===== config.mk =====
export PLATFORM = sky130hd
export DESIGN_NAME = jump_ctrl
export DESIGN_NICKNAME = d
export VERILOG_FILES = /design/src/rtl/jump_ctrl.sv
export SDC_FILE = /design/constraint.sdc
export NUM_CORES = 1
export LEC_CHECK = 0
export ABC_AREA = 0
export ABC_CLOCK_PERIOD_IN_PS = 3600
export BUFFER_PORTS_ARGS = -buffer_cell sky130_fd_sc_hd__buf_2
export CORE_MARGIN = 2
export CORE_UTILIZATION = 45
export DETAILED_ROUTE_END_ITERATION = 10
export PLACE_DENSITY = 0.68
export SYNTH_ARGS = -nofsm -noshare
export SYNTH_HDL_FRONTEND = slang
export SYNTH_SLANG_ARGS = --single-unit

===== constraint.sdc =====
create_clock -name clk_i -period 3.6 [get_ports clk_i]
set_input_delay 0.18 -clock clk_i [delete_from_list [all_inputs] [get_ports clk_i]]
set_output_delay 0.18 -clock clk_i [all_outputs]
set_load 0.01 [all_outputs]

===== src/rtl/jump_ctrl.sv =====
// Jump game controller: debounces the player key, charges a jump length while held,
// hands the jump to the jump block, then judges the landing and keeps score.
module jump_ctrl #(
    parameter int CHARGE_STEP = 2,
    parameter int MAX_LEN     = 400,
    parameter int DEBOUNCE    = 3
) (
    input  logic       clk_i,
    input  logic       rst_ni,
    input  logic       pulse_i,
    input  logic       key_i,
    input  logic       jump_fin_i,
    input  logic [9:0] man_x_i,
    input  logic [9:0] plat_x_i,
    input  logic [9:0] plat_w_i,
    output logic       jump_en_o,
    output logic [9:0] length_o,
    output logic       generate_en_o,
    output logic [7:0] score_o,
    output logic       game_over_o,
    output logic [2:0] state_o
);

    localparam int DB_W = (DEBOUNCE < 2) ? 1 : $clog2(DEBOUNCE);

    typedef enum logic [2:0] {
        ST_IDLE   = 3'd0,
        ST_CHARGE = 3'd1,
        ST_JUMP   = 3'd2,
        ST_JUDGE  = 3'd3,
        ST_NEXT   = 3'd4,
        ST_OVER   = 3'd5
    } state_t;

    // Charge step with saturation; the 11-bit sum keeps the compare wrap-free.
    function automatic logic [9:0] len_step(input logic [9:0] len);
        logic [10:0] sum;
        sum = {1'b0, len} + 11'(CHARGE_STEP);
        if (sum > 11'(MAX_LEN)) begin
            len_step = 10'(MAX_LEN);
        end else begin
            len_step = sum[9:0];
        end
    endfunction

    function automatic logic [7:0] score_inc(input logic [7:0] sc);
        if (sc == 8'd255) begin
            score_inc = 8'd255;
        end else begin
            score_inc = sc + 8'd1;
        end
    endfunction

    logic            key_meta_q;
    logic            key_s_q;
    logic            key_db_q;
    logic            key_db_d;
    logic            key_db_dly_q;
    logic [DB_W-1:0] db_cnt_q;
    logic [DB_W-1:0] db_cnt_d;
    logic            key_rise_s;
    logic            key_fall_s;

    state_t          state_q;
    state_t          state_d;
    logic            jump_en_q;
    logic            jump_en_d;
    logic [9:0]      length_q;
    logic [9:0]      length_d;
    logic            gen_q;
    logic            gen_d;
    logic [7:0]      score_q;
    logic [7:0]      score_d;
    logic            game_over_q;
    logic            game_over_d;
    logic [9:0]      land_x_q;
    logic [9:0]      land_x_d;
    logic [10:0]     plat_end_s;
    logic            hit_s;

    // Two-flop synchroniser for the asynchronous key.
    always_ff @(posedge clk_i or negedge rst_ni) begin
        if (!rst_ni) begin
            key_meta_q <= 1'b0;
            key_s_q    <= 1'b0;
        end else begin
            key_meta_q <= key_i;
            key_s_q    <= key_meta_q;
        end
    end

    // Debounce next-state: a mismatch must persist for DEBOUNCE frame ticks.
    always_comb begin
        db_cnt_d = db_cnt_q;
        key_db_d = key_db_q;
        if (pulse_i) begin
            if (key_s_q == key_db_q) begin
                db_cnt_d = {DB_W{1'b0}};
            end else if (db_cnt_q == DB_W'(DEBOUNCE - 1)) begin
                key_db_d = ~key_db_q;
                db_cnt_d = {DB_W{1'b0}};
            end else begin
                db_cnt_d = db_cnt_q + DB_W'(1);
            end
        end else begin
            db_cnt_d = db_cnt_q;
        end
    end

    // Debounce state and delayed copy for edge strobes.
    always_ff @(posedge clk_i or negedge rst_ni) begin
        if (!rst_ni) begin
            db_cnt_q     <= {DB_W{1'b0}};
            key_db_q     <= 1'b0;
            key_db_dly_q <= 1'b0;
        end else begin
            db_cnt_q     <= db_cnt_d;
            key_db_q     <= key_db_d;
            key_db_dly_q <= key_db_q;
        end
    end

    assign key_rise_s = key_db_q & ~key_db_dly_q;
    assign key_fall_s = ~key_db_q & key_db_dly_q;

    assign plat_end_s = {1'b0, plat_x_i} + {1'b0, plat_w_i};
    assign hit_s      = ({1'b0, land_x_q} >= {1'b0, plat_x_i}) &&
                        ({1'b0, land_x_q} <= plat_end_s);

    // Game FSM next-state and registered-output next values.
    always_comb begin
        state_d     = state_q;
        jump_en_d   = jump_en_q;
        length_d    = length_q;
        gen_d       = 1'b0;
        score_d     = score_q;
        game_over_d = game_over_q;
        land_x_d    = land_x_q;
        case (state_q)
            ST_IDLE: begin
                length_d  = 10'd0;
                jump_en_d = 1'b0;
                if (key_rise_s) begin
                    state_d = ST_CHARGE;
                end else begin
                    state_d = ST_IDLE;
                end
            end
            ST_CHARGE: begin
                if (pulse_i) begin
                    length_d = len_step(length_q);
                end else begin
                    length_d = length_q;
                end
                if (key_fall_s) begin
                    jump_en_d = 1'b1;
                    state_d   = ST_JUMP;
                end else begin
                    state_d   = ST_CHARGE;
                end
            end
            ST_JUMP: begin
                if (jump_fin_i) begin
                    land_x_d  = man_x_i;
                    jump_en_d = 1'b0;
                    state_d   = ST_JUDGE;
                end else begin
                    state_d   = ST_JUMP;
                end
            end
            ST_JUDGE: begin
                if (hit_s) begin
                    score_d = score_inc(score_q);
                    gen_d   = 1'b1;
                    state_d = ST_NEXT;
                end else begin
                    game_over_d = 1'b1;
                    state_d     = ST_OVER;
                end
            end
            ST_NEXT: begin
                length_d = 10'd0;
                state_d  = ST_IDLE;
            end
            ST_OVER: begin
                jump_en_d = 1'b0;
                if (key_rise_s) begin
                    score_d     = 8'd0;
                    gen_d       = 1'b1;
                    game_over_d = 1'b0;
                    state_d     = ST_IDLE;
                end else begin
                    game_over_d = 1'b1;
                    state_d     = ST_OVER;
                end
            end
            default: begin
                state_d     = ST_IDLE;
                jump_en_d   = 1'b0;
                length_d    = 10'd0;
                game_over_d = 1'b0;
            end
        endcase
    end

    // FSM state and registered outputs.
    always_ff @(posedge clk_i or negedge rst_ni) begin
        if (!rst_ni) begin
            state_q     <= ST_IDLE;
            jump_en_q   <= 1'b0;
            length_q    <= 10'd0;
            gen_q       <= 1'b0;
            score_q     <= 8'd0;
            game_over_q <= 1'b0;
            land_x_q    <= 10'd0;
        end else begin
            state_q     <= state_d;
            jump_en_q   <= jump_en_d;
            length_q    <= length_d;
            gen_q       <= gen_d;
            score_q     <= score_d;
            game_over_q <= game_over_d;
            land_x_q    <= land_x_d;
        end
    end

    assign jump_en_o     = jump_en_q;
    assign length_o      = length_q;
    assign generate_en_o = gen_q;
    assign score_o       = score_q;
    assign game_over_o   = game_over_q;
    assign state_o       = state_q;

endmodule


==> flow_summary.toml, run 1 <==
[timing]
hold_viol_final = 39
fin_crit_ns = 3.25
worst_slew_pin_slew_ns = 0.830
fmax_mhz = 308
grt_setup_unrepaired = "false"
finalSetupViolCount = 0
hold_slack_ns = -0.0212
clock_skew_ns = 0.00209
report.final.slew_viol_count = 0
maxSlewHeadroom = 0.447
setup_ws_ns = 0.354
fin_setup_tns_ns = 0
fin_crit_sh = 0.902

[outcome]
violations = "hold timing"
status = "finished, violations left"

[power]
clockPowerShare = 0.176
vdd_ir_drop_max_mv = 0.295
power_frac_seq = 0.385
leakagePower_nw = 1.66
power-per-cell-area_nw_per_um2 = 562
switching_share = 0.386
pwr-share-comb = 0.438
p_int_mw = 1.13
p_sw_mw = 0.709

[cells_and_area]
fillers = 563
area.growth.synth_to_final_pct = 18.5
final_common_cell = "buf_2"
n_antenna_cell = 0
post-route-util = 0.551
drive_gt1_frac = 0.242
layout_common_cells = "buf_2 (57), dfrtp_1 (39), ha_1 (32)"
nets = 431
final_area_um2 = 3260

[global_route]
grt_overflow = 0
grt_pass1_wl_um = 9810
grt_pass1_vias = 2227
grt_start_max_net_pins = 40
antenna_found_initial = 0
track_usage = 0.189

[detailed_routing]
dr.pass1.iters = 4
drt_wl_total_um = 5800
routedWlPerCell_um = 13.2
drc_errors = 0
ant_nets = 0
drtIter0Drc = 94
vias = 2375
routed_via_density = 5.41

[placement]
dpl.hpwl_um = 4540
place_worst_setup_slack_ns = -0.101
dpl_cell_area_um2 = 3130
port_buffers = 57
place.gp.congestion = 0.892

[hold_path]
hp-class = "input pin to async pin"

[cts]
path_clk_slew_ns = 0.07
clock-sinks = 39
tritoncts = "done"
h-tree-depth = 2
root_buffer = "clkbuf_8"
cts_buffers = 5
clk-insertion-delay-late_ns = 0.29
clock_path_buffers = 2

[yosys]
avgSynthCellArea_um2 = 9.21
syn-num-nets = 367
ys_warn_count = 0
synth_area_leaders = "dfrtp_1 (35%), ha_1 (15%), mux2_2 (4.1%)"
yosys.area.top_type_share = 0.355
synthFlopType = "dfrtp_1"
synth_seq_area_share = 0.355
ys_ff_latch = 39
syn_area_um2 = 2750
yosys.area.top_type = "dfrtp_1"
synth-edff-count = 0
async_reset_ff_frac = 1.00
postSynthCellCount = 299
synthDistinctLibCells = 52

[critical_path]
start_kind = "input pin"
arrival_ns = 3.44
cp_data_required_time_ns = 3.80
crit_fanout = 12
worstSetupPathType = "input pin to flop"
endpoint_kind = "flop"

[die]
core_region_area_um2 = 5920
dieWidth_um = 82.2
die_y_um = 82.2
rows = 28
start_util = 0.465
die_area_um2 = 6760
io_pins = 59

[run]
max_cap_violations = 0
[routing by layer]
metal	GRT usage	wire, µm	share of wire
met5	0	0	0
met4	0.0550	71	0.012
met3	0.0380	258	0.044
met2	0.303	2610	0.45
met1	0.257	2860	0.49
[synth_stat cells, types with 8 or more instances]
master,count
dfrtp_1,39
nor2_1,22
a21o_1,9
nor2b_1,8
mux2_2,10
o21ai_0,14
and3_1,8
inv_1,26
nand3_1,9
nand2_1,17
ha_1,32
a21oi_1,21
[power groups by stage]
| stage | Clock, mW | Combinational [mW] | Sequential (mW) |
|---|---|---|---|
| after CTS | 0.336 | 0.803 | 0.709 |
| after global placement | 0 | 0.775 | 0.714 |
| final | 0.323 | 0.805 | 0.707 |
| after floorplan | 0 | 0.590 | 0.682 |
| after detailed placement | 0 | 0.793 | 0.717 |
| after global routing | 0.354 | 0.936 | 0.736 |
[worst max-delay path: stages]
cell and delay, ns:
buf_2 0.11, ha_1 0.27, a21o_1 0.17, a21oi_1 0.18, o21bai_1 0.10, a21oi_2 0.17
o21ai_0 0.13, a21o_1 0.19, a21oi_1 0.18, xor2_1 0.18, ha_1 0.27, nand3_1 0.11
nor3_1 0.06, a211o_1 0.26, a31oi_1 0.17, a211oi_1 0.10, buf_4 0.19, nor2b_4 0.14
a311oi_1 0.27
[area by class of cell]
cell class	count	area (µm²)	share of cell area
Timing Repair Buffer	65	348	0.107
Sequential cell	39	976	0.299
Multi-Input combinational cell	226	1650	0.505
Tap cell	75	93.8	0.0288
Clock buffer	8	100	0.0307
Inverter	26	97.6	0.0299
[what timing repair did]
item | 4_1_cts | 5_1_grt
setup buffers | 0 | 1
hold buffers | 1 | 0
endpoints found under the setup margin | 0 | 8
endpoints found under the hold margin | 1 | 0
resized for setup | 0 | 4
[registers in the layout (all words and copies together), names as in the netlist]
name           cells
state_o            3
db_cnt_q           2
score_o            8
key_db_dly_q       1
key_s_q            1
generate_en_o      1
land_x_q          10
key_meta_q         1
key_db_q           1
length_o           9
jump_en_o          1
game_over_o        1
[final timing paths]
path	from	to	slack, ns	cells after the start
max	plat_x_i[1]	score_o[4]	0.35	19
min	rst_ni	land_x_q[0]	-0.02	1
max reg2reg	land_x_q[0]	score_o[4]	1.01	11
min reg2reg	key_meta_q	key_s_q	0.35	0
max in group asynchronous	rst_ni	state_o[0]	3.09	1
min in group clk_i	man_x_i[0]	land_x_q[0]	0.09	3
[stage by stage]
step	cells	power (mW)
final	439	1.84
after global placement	429	1.49
after floorplan	299	1.27
after global routing	439	2.03
after detailed placement	429	1.51
after CTS	438	1.85
[kinds of logic (layout without fill, tap and decap cells)]
group,Yosys count,count (layout),synth area share
AND/OR/NAND/NOR,87,87,0.159
buffers and inverters,34,99,0.0509
XOR/XNOR,10,10,0.0318
multiplexers,12,12,0.0482
AO/OA/AOI/OAI,83,83,0.201
other,1,1,0.00136
adder cells (fa/ha/maj),33,33,0.153
flip-flops,39,39,0.355
No activity file was read; power rests on OpenSTA's default activity.
==> run 2, diff against run 1 <==
--- a/config.mk
+++ b/config.mk
@@ -6,7 +6,7 @@
 export NUM_CORES = 1
 export LEC_CHECK = 0
 export ABC_AREA = 0
-export ABC_CLOCK_PERIOD_IN_PS = 3600
+export ABC_CLOCK_PERIOD_IN_PS = 4140
 export BUFFER_PORTS_ARGS = -buffer_cell sky130_fd_sc_hd__buf_2
 export CORE_MARGIN = 2
 export CORE_UTILIZATION = 45
==> constraint.sdc (replaced) <==
create_clock -name clk_i -period 4.14 [get_ports clk_i]
set_input_delay 0.207 -clock clk_i [delete_from_list [all_inputs] [get_ports clk_i]]
set_output_delay 0.207 -clock clk_i [all_outputs]
set_load 0.01 [all_outputs]
==> run 2 against run 1 <==
- hold slack better by 0.033 ns
- the run now ends clean
- flip-flop and latch count unchanged
- clock skew rose by 0.0061 ns
- cell count is 1.4% lower
- clock power grew 2%
- utilization fell by 0.70 points
- worst setup slack better by 0.29 ns
- combinational power is 14% lower
- critical endpoint is now score_o[5]
- sequential share of layout area up 0.38 points
==> flow_summary.toml, run 2 (synthesized netlist as in run 1, its figures left out) <==
[outcome]
status = "complete, no violations"

[cells_and_area]
n_antenna_cell = 0
area.growth.synth_to_final_pct = 17.0
fillers = 588
multi_input_area_um2 = 1640
drive_gt1_frac = 0.229
layout_common_cells = "buf_2 (57), dfrtp_1 (39), ha_1 (32)"
seqCellArea_um2 = 976
final_area_um2 = 3220
nets = 425
final_common_cell = "buf_2"
largest_register_ffs = 10
top_register = "land_x_q"

[timing]
clock_skew_ns = 0.00819
report.final.slew_viol_count = 0
fin_setup_tns_ns = 0
grt_setup_unrepaired = "false"
fmax_mhz = 286
worst_slew_pin_slew_ns = 0.847
maxSlewHeadroom = 0.435
fin_crit_ns = 3.49
hold_viol_final = 0
fin_crit_sh = 0.844
finalSetupViolCount = 0

[global_route]
track_usage = 0.183
grt_overflow = 0
grt_pass1_vias = 2233
grt_pass1_wl_um = 9810
antenna_found_initial = 0
grt_start_max_net_pins = 40

[detailed_routing]
routedWlPerCell_um = 13.2
dr.pass1.iters = 4
drtIter0Drc = 94
routed_via_density = 5.43
ant_nets = 0
vias = 2353
drc_errors = 0
drt_wl_total_um = 5740

[cts]
clk-insertion-delay-late_ns = 0.29
clock_path_buffers = 2
cts-hold-fix-buffers = 0
postCtsResizedCells = 0
tritoncts = "done"
postCtsSetupRepairBufs = 0
h-tree-depth = 2
cts_buffers = 5
clock-sinks = 39
path_clk_slew_ns = 0.08
root_buffer = "clkbuf_8"

[die]
die_area_um2 = 6760
rows = 28
start_util = 0.465
dieWidth_um = 82.2
io_pins = 59
core_region_area_um2 = 5920
die_y_um = 82.2

[critical_path]
cp_data_required_time_ns = 4.29
r2r_start = "land_x_q[0]"
crit_cells = 20
arrival_ns = 3.64
critical_path_buf_inv_count = 3
endpoint_kind = "flop"
cp_top_family = "compound AO/OA/AOI/OAI gates"
critPathSlowestCell = "ha_1"
crit_fanout = 13
ff2ff_path_depth = 11
timing.reg2reg.setup_slack_ns = 1.49
worstSetupPathType = "input pin to flop"
crit_chain = "buf_2 -> ha_1 -> inv_1 -> fa_1 -> nor2b_1 -> o21a_1 -> o21ai_0 -> nand2_1 -> a21o_1 -> a31oi_1 -> xor2_1 -> ha_1 -> a21o_1 -> a21oi_1 -> a211o_1 -> a31oi_1 -> a211oi_1 -> buf_4 -> nor2b_1 -> a311oi_1"
cpPeakStageDelay_ns = 0.27
reg2reg_to = "score_o[5]"
start_kind = "input pin"

[power]
power.total_mw = 1.63
power-per-cell-area_nw_per_um2 = 507
leakagePower_nw = 1.64
vdd_ir_drop_max_mv = 0.316

[placement]
dpl_cell_area_um2 = 3100
dpl.hpwl_um = 4490
port_buffers = 57
place.gp.congestion = 0.849

[hold_path]
hp-class = "input pin to async pin"

[run]
max_cap_violations = 0
-- run 2: worst max path at each step --
| stage | to | start | slack (ns) |
|---|---|---|---|
| final | score_o[5] | plat_x_i[0] | 0.65 |
| after global routing | score_o[5] | plat_x_i[1] | 0.27 |
| after CTS | score_o[5] | plat_x_i[1] | 0.64 |
| after detailed placement | score_o[5] | plat_x_i[1] | 0.34 |
| after global placement | score_o[5] | plat_x_i[1] | 0.33 |
| after floorplan | score_o[7] | plat_x_i[0] | 0.77 |
-- run 2: layout make-up --
class	instances	area share
tap	75	0.0291
clock buffer	6	0.0256
inverter	26	0.0303
clock inverter	2	0.0109
multi-input combinational	226	0.508
sequential	39	0.303
timing repair buffer	59	0.0932
-- run 2: where the power goes --
part,internal [mW],leakage (nW),switching (mW)
combinational,0.327,1.08,0.362
clock,0.195,0.0612,0.134
sequential,0.492,0.502,0.123
-- run 2: stage by stage --
step	setup WS, ns	util	std cells	hold slack [ns]
global route	0.273	0.544	433	0.00566
detailed placement	0.341	0.524	425	0.317
global placement	0.333	0.524	425	0.316
CTS	0.635	0.544	433	0.0103
finish	0.646	0.544	433	0.0119
floorplan	0.775	-	299	-0.0886
-- run 2: metal layers --
| layer | GRT usage | vias to the layer above | part of all wire |
|---|---|---|---|
| met2 | 0.281 | 56 | 0.44 |
| met5 | 0 | - | 0 |
| met1 | 0.268 | 1088 | 0.51 |
| met4 | 0.0350 | 0 | 0.0023 |
| met3 | 0.0359 | 2 | 0.048 |
| li1 | - | 1207 | - |
